<file path="src/rtl/score_event_gen.sv">
// Score event generator: debounced hit/miss buttons become single-cycle score pulses.
// A lone hit scores +1 after a combo window, a second hit scores +2, a miss scores -2.
module score_event_gen #(
  parameter int unsigned COMBO_WINDOW = 16,
  parameter int unsigned LOCKOUT      = 4
) (
  input  logic Clock,
  input  logic Reset,
  input  logic hitRaw,
  input  logic missRaw,
  output logic plus1,
  output logic plus2,
  output logic minus2,
  output logic comboActive
);

  localparam logic [1:0] IDLE     = 2'd0;
  localparam logic [1:0] ARMED    = 2'd1;
  localparam logic [1:0] COOLDOWN = 2'd2;

  localparam logic [7:0] WindowLoad  = 8'(COMBO_WINDOW - 1);
  localparam logic [7:0] LockoutLoad = 8'(LOCKOUT - 1);

  logic       hitS1, hitS2, hitPrev, hitArmed;
  logic       missS1, missS2, missPrev, missArmed;
  logic [1:0] syncVld;
  logic       hitEdge, missEdge;

  logic [1:0] state, stateD;
  logic [7:0] cnt, cntD;
  logic       plus1D, plus2D, minus2D, comboActiveD;

  // syncVld[1] marks s2 as holding a real sample rather than its reset value, so an
  // input held high through reset is not mistaken for having been seen low.
  always_ff @(posedge Clock or posedge Reset) begin
    if (Reset) begin
      hitS1     <= 1'b0;
      hitS2     <= 1'b0;
      hitPrev   <= 1'b0;
      hitArmed  <= 1'b0;
      missS1    <= 1'b0;
      missS2    <= 1'b0;
      missPrev  <= 1'b0;
      missArmed <= 1'b0;
      syncVld   <= 2'b00;
    end else begin
      hitS1     <= hitRaw;
      hitS2     <= hitS1;
      hitPrev   <= hitS2;
      hitArmed  <= hitArmed | (syncVld[1] & ~hitS2);
      missS1    <= missRaw;
      missS2    <= missS1;
      missPrev  <= missS2;
      missArmed <= missArmed | (syncVld[1] & ~missS2);
      syncVld   <= {syncVld[0], 1'b1};
    end
  end

  assign hitEdge  = hitS2 & ~hitPrev & hitArmed;
  assign missEdge = missS2 & ~missPrev & missArmed;

  always_comb begin
    stateD  = state;
    cntD    = cnt;
    plus1D  = 1'b0;
    plus2D  = 1'b0;
    minus2D = 1'b0;
    case (state)
      IDLE: begin
        if (missEdge) begin
          minus2D = 1'b1;
          cntD    = LockoutLoad;
          stateD  = COOLDOWN;
        end else if (hitEdge) begin
          cntD   = WindowLoad;
          stateD = ARMED;
        end
      end
      ARMED: begin
        // Edges win over window expiry; a miss wins over a simultaneous hit.
        if (missEdge) begin
          minus2D = 1'b1;
          cntD    = LockoutLoad;
          stateD  = COOLDOWN;
        end else if (hitEdge) begin
          plus2D = 1'b1;
          cntD   = LockoutLoad;
          stateD = COOLDOWN;
        end else if (cnt == 8'd0) begin
          plus1D = 1'b1;
          stateD = IDLE;
        end else begin
          cntD = cnt - 8'd1;
        end
      end
      COOLDOWN: begin
        if (cnt == 8'd0) begin
          stateD = IDLE;
        end else begin
          cntD = cnt - 8'd1;
        end
      end
      default: begin
        stateD = IDLE;
        cntD   = 8'd0;
      end
    endcase
    comboActiveD = (stateD == ARMED);
  end

  always_ff @(posedge Clock or posedge Reset) begin
    if (Reset) begin
      state       <= IDLE;
      cnt         <= 8'd0;
      plus1       <= 1'b0;
      plus2       <= 1'b0;
      minus2      <= 1'b0;
      comboActive <= 1'b0;
    end else begin
      state       <= stateD;
      cnt         <= cntD;
      plus1       <= plus1D;
      plus2       <= plus2D;
      minus2      <= minus2D;
      comboActive <= comboActiveD;
    end
  end

endmodule

</file>
<file path="config.mk">
export PLATFORM = sky130hd
export DESIGN_NAME = score_event_gen
export DESIGN_NICKNAME = d
export VERILOG_FILES = /design/src/rtl/score_event_gen.sv
export SDC_FILE = /design/constraint.sdc
export NUM_CORES = 1
export LEC_CHECK = 0
export CORE_MARGIN = 2
export CORE_UTILIZATION = 55
export CTS_CLUSTER_SIZE = 28
export DETAILED_ROUTE_END_ITERATION = 12
export GPL_TIMING_DRIVEN = 1
export PLACE_DENSITY_LB_ADDON = 0.12
export SLEW_MARGIN = 20
export SYNTH_ARGS = -nofsm -noshare
export SYNTH_HDL_FRONTEND = slang
export SYNTH_SLANG_ARGS = --single-unit
</file>
<file path="constraint.sdc">
create_clock -name Clock -period 2.9 [get_ports Clock]
set_input_delay 0.29 -clock Clock [delete_from_list [all_inputs] [get_ports Clock]]
set_output_delay 0.29 -clock Clock [all_outputs]
set_load 0.01 [all_outputs]
</file>
==> results.md, run 1 <==
* Mux contribution to synthesized area at 0
* N_diodes at 0
* CP max stage cell: or4b_1
* Non-Filler Instances at 134
* Actual slew at the worst max-slew pin at 0.849 ns
* TritonCTS Buffers at 3
* Syn-to-layout area delta at 13.3%
* Sequential area share after synthesis at 0.562
* Post-DRT Antenna Nets at 0
* Critical Path RT at 3.13 ns
* CTS clk-pin slew, worst paths at 0.13 ns
* Final wirelength at 1860 um
* Crit path cell chain: inv_1 -> ha_1 -> or4b_1 -> or2_2 -> maj3_1 -> o21ai_0
* DR WL/cell at 13.9 um
* Simple-Gate Fraction of Synth Area at 0.214
* Die height at 48.1 um
* Crit path launch type: register
* Compound-cell area share of the yosys netlist at 0.148
* Max_slew headroom at 0.434
* # port buffers at 7
* Post-synth EDFFs at 0
* Number of synthesized register bits at 24
* Hold Vio Cnt, Final at 0
* Vias in the first global route at 681
* Setup-failing EPs final at 0
* Post-CTS setup buffers at 0
* Worst vdd ir at 0.449 mV
* Leakage power at 0.524 nW
* Syn avg cell area at 10.6 um^2
* Final period utilization at 0.809
* Overflow after GRT at 0
* Core area at 1780 um^2
* Root Driver: clkbuf_4
* Cts repair resizes at 0
* Share of flip-flops with an asynchronous set or reset after synthesis at 1.00
* Nets@finish at 115
* Die area at 2310 um^2
* Sequential share of power at 0.449
* Int Pwr at 709 uW
* Drt drc at 0
* PwrDens at 880 nW/um^2
* GRT Util Overall at 0.203
* Initial Utilization at 0.599
* Initial DRC count at 26
* Most frequent cells in the layout: 24 x dfrtp_1, 10 x nor2_1, 7 x inv_1, 7 x nand2_1, 7 x clkdlybuf4s50_1
* Critical-path maximum fanout at 6
* Chip width at 48.1 um
* F_max at 0.426 GHz
* Yosys Warn Count at 0
* Hold crit path type: register to register
* Clock sinks at 24
* Critical Path Sink Type: register
* Clk pwr share at 0.220
* Layout cell share with drive strength beyond 1 at 0.0826
* Largest net degree at the start of global routing at 25
* Overall power at 1.07 mW
* RD Place Congestion at 0.876
* Clock tree buffer depth at 2
* Post-Synthesis Cells at 101
* CP peak stage delay at 0.55 ns
* Fin. max-slew vios at 0
* Crit path DAT at 2.57 ns
* Minimum clock period at 2.35 ns
* Main synth FF type: dfrtp_1
* Result of the run: completed
* Placed cell area at 1160 um^2
* First-pass GRT wire length at 3060 um
* Worst hold margin at 0.363 ns
* Drt pass-1 iters at 5
* Switching Share at 0.335
* Setup TNS at 0 ns
* Xor/xnor share of the synthesized area at 0.0164
* Io pins at 8
* Layout Skew at 0.00930 ns
* Post-Place Cells at 130
* Comb pwr share at 0.331
* NetSw at 357 uW
* Via density at 5.88
* Clock latency on the worst-skew pair at 0.32 ns
* Filler Cell Count at 146
* Syn nets at 106
* Area of the mapped netlist at 1070 um^2
* Unique cell type count in the Yosys netlist at 41
* # H-tree levels at 1
* Final Instance Area at 1210 um^2
* RSZ-0062 raised after global routing: no
* Max_cap viols at 0
* Adder-Cell Fraction of Synth Area at 0.0211
* CTS tree: yes
* Vias post-DR at 788
* Initial antenna violation count at 0
* HPWL after detailed placement at 1330 um
* # rows at 15
* CTS Hold Bufs at 0
* Kind of critical path: register to register
* Largest family of logic cells by synthesized area: simple AND/OR/NAND/NOR gates
* Most common cell after layout, fill and taps aside: dfrtp_1
[cells by family (layout without fill, tap and decap cells)]
logic type               count (synthesis)  in the layout
AND/OR/NAND/NOR                         40             40
other                                    1              1
flip-flops                              24             24
adder cells (fa/ha/maj)                  2              2
buffers and inverters                   10             18
XOR/XNOR                                 2              2
AO/OA/AOI/OAI                           22             22
[flip-flops by register name (all words and copies together), names as in the netlist]
signal,flops
missArmed,1
hitPrev,1
hitS1,1
missPrev,1
missS2,1
minus2,1
plus1,1
plus2,1
comboActive,1
state,2
hitS2,1
missS1,1
cnt,8
hitArmed,1
syncVld,2
[per-layer routing]
metal / wire, um / global-route usage / vias up
li1: - / - / 376
met1: 866 / 0.280 / 384
met2: 863 / 0.283 / 22
met3: 82 / 0.0717 / 6
met4: 44 / 0.0973 / 0
met5: 0 / 0 / -
[critical path: cells and delay by family (launching register included)]
family | cells | cell delay [ns]
simple gates | 2 | 0.93
flops | 1 | 0.42
buf+inv | 1 | 0.09
compound gates | 1 | 0.22
fa+ha+maj | 2 | 0.59
[cell usage after synthesis (all sizes together), types with 2 or more instances]
cell / count / share of area
or3: 3 / 0.018
or4b: 2 / 0.019
nand2: 7 / 0.025
and3b: 2 / 0.016
o22a: 2 / 0.018
dfrtp: 24 / 0.56
nor2b: 2 / 0.012
or4: 3 / 0.026
o211ai: 2 / 0.014
nor3: 2 / 0.0094
clkbuf: 3 / 0.011
o21ai: 4 / 0.019
inv: 7 / 0.025
nand3b: 2 / 0.014
nor2: 10 / 0.035
a21oi: 3 / 0.014
a21o: 2 / 0.014
[power by group through the flow]
stage / logic, mW / clock network [mW] / registers (mW)
final: 0.353 / 0.235 / 0.478
after global routing: 0.395 / 0.259 / 0.488
after CTS: 0.353 / 0.247 / 0.476
after detailed placement: 0.352 / 0 / 0.482
after global placement: 0.340 / 0 / 0.480
after floorplan: 0.295 / 0 / 0.452
[stage by stage]
step,worst slack (ns),utilization
finish,0.555,0.679
global route,0.419,0.679
CTS,0.567,0.679
detailed placement,0.599,0.650
global placement,0.764,0.650
floorplan,0.837,-
[final cells by class]
class                           count  area, um^2  area share
Sequential cell                    24         601       0.496
Clock buffer                        3        22.5      0.0186
Inverter                            7        26.3      0.0217
Multi-Input combinational cell     67         430       0.355
Clock inverter                      1        30.0      0.0248
Tap cell                           25        31.3      0.0258
Timing Repair Buffer                7        70.1      0.0579
[final timing paths]
check,from,end,slack [ns],depth (start not counted)
worst max-delay path,cnt[1],cnt[1],0.55,6
worst min-delay path,syncVld[0],syncVld[1],0.36,0
worst max register to register,cnt[1],cnt[1],0.55,6
worst min register to register,syncVld[0],syncVld[1],0.36,0
max in group asynchronous,Reset,cnt[4],1.93,2
min in group asynchronous,Reset,comboActive,0.44,2
Note: power is estimated with default switching activity, not from simulation.
==> run 2, diff against run 1 <==
clock period = 2.2 ns   (was 2.9 ns; I/O delays follow)
==> results.md, run 2 (same netlist as run 1, synthesis figures left out) <==
* DR WL met2 at 934 um
* Worst vdd ir at 0.643 mV
* Post-Place Cells at 132
* DR WL/cell at 14.0 um
* Top reg by flops: cnt
* # H-tree levels at 1
* Critical-path maximum fanout at 4
* Critical Path RT at 2.45 ns
* # rows at 15
* Highest metal used: met4
* Drt drc at 0
* Setup-failing EPs final at 0
* # port buffers at 7
* Max_slew headroom at 0.503
* Hold crit path type: input pin to async pin
* Pre-CTS setup slack at 0.113 ns
* Hold Vio Cnt, Final at 0
* Io pins at 8
* Most common cell after layout, fill and taps aside: dfrtp_1
* Clock sinks at 24
* N_diodes at 0
* Leakage power at 0.538 nW
* F_max at 0.475 GHz
* Final period utilization at 0.958
* PwrDens at 1170 nW/um^2
* Layout Skew at 0.00577 ns
* Max_cap viols at 0
* Overall power at 1.44 mW
* Via density at 5.71
* Largest regs: cnt: 8 flops, state: 2 flops, syncVld: 2 flops
* Kind of critical path: register to register
* Worst hold margin at 0.123 ns
* Clock tree buffer depth at 2
* Largest register FFs at 8
* Die area at 2310 um^2
* Result of the run: completed
* Setup ws final at 0.0930 ns
* Critical Path Sink Type: register
* Layout cell share with drive strength beyond 1 at 0.107
* Placed cell area at 1170 um^2
* Actual slew at the worst max-slew pin at 0.738 ns
* First-pass GRT wire length at 3200 um
* Final wirelength at 1920 um
* RD Place Congestion at 0.917
* CP max stage cell: or4b_1
* RSZ-0062 raised after global routing: no
* Die height at 48.1 um
* Most frequent cells in the layout: 24 x dfrtp_1, 10 x nor2_1, 7 x inv_1, 7 x nand2_1, 7 x clkdlybuf4s50_1
* Drt pass-1 iters at 4
* Core area at 1780 um^2
* CTS tree: yes
* Crit path DAT at 2.36 ns
* DRT met1 WL at 875 um
* Crit path launch type: register
* Routed length on met3 at 83 um
* TritonCTS Buffers at 3
* CTS Hold Bufs at 0
* Fin. max-slew vios at 0
* Initial antenna violation count at 0
* HPWL after detailed placement at 1420 um
* Final Instance Area at 1230 um^2
* Initial Utilization at 0.599
* Crit path cell chain: inv_1 -> ha_1 -> or4b_1 -> or2_2 -> maj3_1 -> o21ai_0
* Vias post-DR at 782
* Initial DRC count at 19
* Syn-to-layout area delta at 15.5%
* CTS clk-pin slew, worst paths at 0.12 ns
* Post-DRT Antenna Nets at 0
* Largest net degree at the start of global routing at 17
* Final core occ at 0.692
* Overflow after GRT at 0
* Nets@finish at 118
* Vias in the first global route at 717
* CP peak stage delay at 0.46 ns
* Chip width at 48.1 um
* Minimum clock period at 2.11 ns
* Clock latency on the worst-skew pair at 0.32 ns
* Setup TNS at 0 ns
* Root Driver: clkbuf_4
* GRT Util Overall at 0.211
* Non-Filler Instances at 137
run 2: cell types whose count changed in the layout (fill, tap and decap cells not counted), sizes merged:
cell / delta
buf: +3
run 2: path summary, 6_finish.rpt:
kind | endpoint | cells after the start | slack, ns | startpoint
worst max-delay path | cnt[0] | 6 | 0.09 | cnt[1]
worst min-delay path | syncVld[0] | 2 | 0.12 | Reset
worst max register to register | cnt[0] | 6 | 0.09 | cnt[1]
worst min register to register | syncVld[1] | 0 | 0.36 | syncVld[0]
min in group Clock | missS1 | 1 | 0.33 | missRaw
max in group asynchronous | hitArmed | 3 | 1.57 | Reset
run 2: area by class of cell:
| type | instances | area [um^2] |
|---|---|---|
| fill | 137 | 549 |
| clock buffer | 3 | 22.5 |
| inverter | 7 | 26.3 |
| timing repair buffer | 10 | 92.6 |
| multi-input combinational | 67 | 430 |
| tap | 25 | 31.3 |
| clock inverter | 1 | 30.0 |
| sequential | 24 | 601 |
run 2: where the power goes:
group	switching [mW]	internal, mW	total [mW]
Combinational	0.251	0.247	0.498
Sequential	0.103	0.527	0.631
Clock	0.126	0.184	0.310
run 2: routing by layer:
layer	track usage	vias to the layer above
met5	0	-
met4	0.0649	0
met3	0.0792	5
met2	0.341	13
met1	0.262	379
li1	-	385
run 2: timing repair:
| item | 4_1_cts | 5_1_grt |
|---|---|---|
| endpoints found under the hold margin | 0 | 0 |
| resized for setup | 0 | 1 |
| buffers inserted | 0 | 1 |
| setup endpoints to repair | 0 | 2 |
run 2: worst max-delay path, delay by kind of cell, from the launching register on:
kind | cells | cell delay [ns]
AOI/OAI and AO/OA | 1 | 0.15
adders and majority gates | 2 | 0.58
buffers and inverters | 1 | 0.09
DFF | 1 | 0.42
and+or+nand+nor | 2 | 0.81
==> run 3, diff against run 2 <==
SETUP_SLACK_MARGIN = 0.4   (was unset)
==> results.md, run 3 (same netlist as run 1, synthesis figures left out) <==
* Final core occ at 0.738
* GRT Util Overall at 0.220
* Family with the most delay on the worst path: simple AND/OR/NAND/NOR gates
* Chip width at 48.1 um
* Max_cap viols at 0
* Critical Path RT at 2.47 ns
* Actual slew at the worst max-slew pin at 0.619 ns
* Kind of critical path: register to register
* Initial DRC count at 31
* Overflow after GRT at 0
* Crit path cell chain: or4_4 -> or4_4 -> or4b_1 -> nand3_1
* Top reg by flops: cnt
* # port buffers at 7
* Largest regs: cnt: 8 flops, state: 2 flops, syncVld: 2 flops
* Root Driver: clkbuf_4
* Post-Place Cells at 131
* Crit path launch type: register
* First-pass GRT wire length at 3390 um
* Leakage power at 0.570 nW
* Die area at 2310 um^2
* Setup-failing EPs final at 0
* # rows at 15
* Layout Skew at 0.00359 ns
* Clock tree buffer depth at 2
* Fin. max-slew vios at 0
* Hold Vio Cnt, Final at 0
* N_diodes at 0
* Setup ws final at 0.203 ns
* Critical Path Sink Type: register
* Die height at 48.1 um
* Setup TNS at 0 ns
* # H-tree levels at 1
* F_max at 0.501 GHz
* Nets@finish at 122
* Max_slew headroom at 0.584
* Most common cell after layout, fill and taps aside: dfrtp_1
* Pre-CTS setup slack at 0.186 ns
* CP peak stage delay at 0.55 ns
* HPWL after detailed placement at 1510 um
* Final period utilization at 0.908
* CTS tree: yes
* Minimum clock period at 2.00 ns
* Crit path DAT at 2.26 ns
* RSZ-0062 raised after global routing: yes
* CP bufs+invs at 0
* DR WL/cell at 15.1 um
* Clock sinks at 24
* Hold crit path type: input pin to async pin
* Drt drc at 0
* Drt pass-1 iters at 4
* Core area at 1780 um^2
* Vias post-DR at 807
* Layout cell share with drive strength beyond 1 at 0.224
* CP max stage cell: or4_4
* Syn-to-layout area delta at 23.1%
* Worst vdd ir at 0.801 mV
* Initial antenna violation count at 0
* Io pins at 8
* Critical-path maximum fanout at 3
* Post-DRT Antenna Nets at 0
* RD Place Congestion at 0.894
* CTS clk-pin slew, worst paths at 0.13 ns
* Vias in the first global route at 800
* Final wirelength at 2130 um
* Result of the run: completed
* PwrDens at 1210 nW/um^2
* Most frequent cells in the layout: 24 x dfrtp_1, 10 x nor2_1, 7 x clkdlybuf4s50_1
* Largest register FFs at 8
* Clock latency on the worst-skew pair at 0.32 ns
* Most used cell, CP: or4_4
* Via density at 5.72
* TritonCTS Buffers at 3
* Initial Utilization at 0.599
* Non-Filler Instances at 141
* Largest net degree at the start of global routing at 16
==> run 3: power breakdown <==
| group | total [mW] | leakage [nW] | switching, mW | internal [mW] |
|---|---|---|---|---|
| registers | 0.638 | 0.292 | 0.111 | 0.527 |
| clock network | 0.318 | 0.0279 | 0.134 | 0.184 |
| logic | 0.641 | 0.250 | 0.309 | 0.331 |
| total | 1.60 | 0.570 | 0.554 | 1.04 |
==> run 3: per-stage QoR <==
step / total power [mW] / area [um^2] / hold slack, ns
2_1_floorplan: 1.01 / 1080 / 0.235
3_3_place_gp: 1.10 / 1180 / 0.331
3_5_place_dp: 1.13 / 1180 / 0.344
4_1_cts: 1.52 / 1270 / 0.153
5_1_grt: 1.70 / 1320 / 0.191
6_report: 1.60 / 1320 / 0.143
==> run 3: repair_timing <==
action,in CTS,in global routing
setup buffers,4,2
gates resized for setup,4,8
hold buffers,0,0
pin swaps,1,1
setup endpoints to repair,9,10
==> run 3: path summary, 6_finish.rpt <==
| check | end | start | cells after the start | slack, ns |
|---|---|---|---|---|
| max | cnt[7] | cnt[1] | 4 | 0.20 |
| min | cnt[0] | Reset | 2 | 0.14 |
| max reg2reg | cnt[7] | cnt[1] | 4 | 0.20 |
| min reg2reg | syncVld[1] | syncVld[0] | 0 | 0.37 |
| max in group asynchronous | hitS1 | Reset | 3 | 1.55 |
| min in group Clock | missS1 | missRaw | 1 | 0.33 |
==> run 3: area by class of cell <==
class                      count  area, um^2
sequential                    24         601
multi-input combinational     67         478
fill                         122         468
timing repair buffer          14         126
tap                           25        31.3
clock inverter                 1        30.0
inverter                       7        26.3
clock buffer                   3        22.5
==> run 3: metal layers <==
layer	up-vias	wire length (um)	track usage
li1	387	-	-
met1	393	953	0.288
met2	22	1060	0.355
met3	5	74	0.0340
met4	0	41	0.108
met5	-	0	0
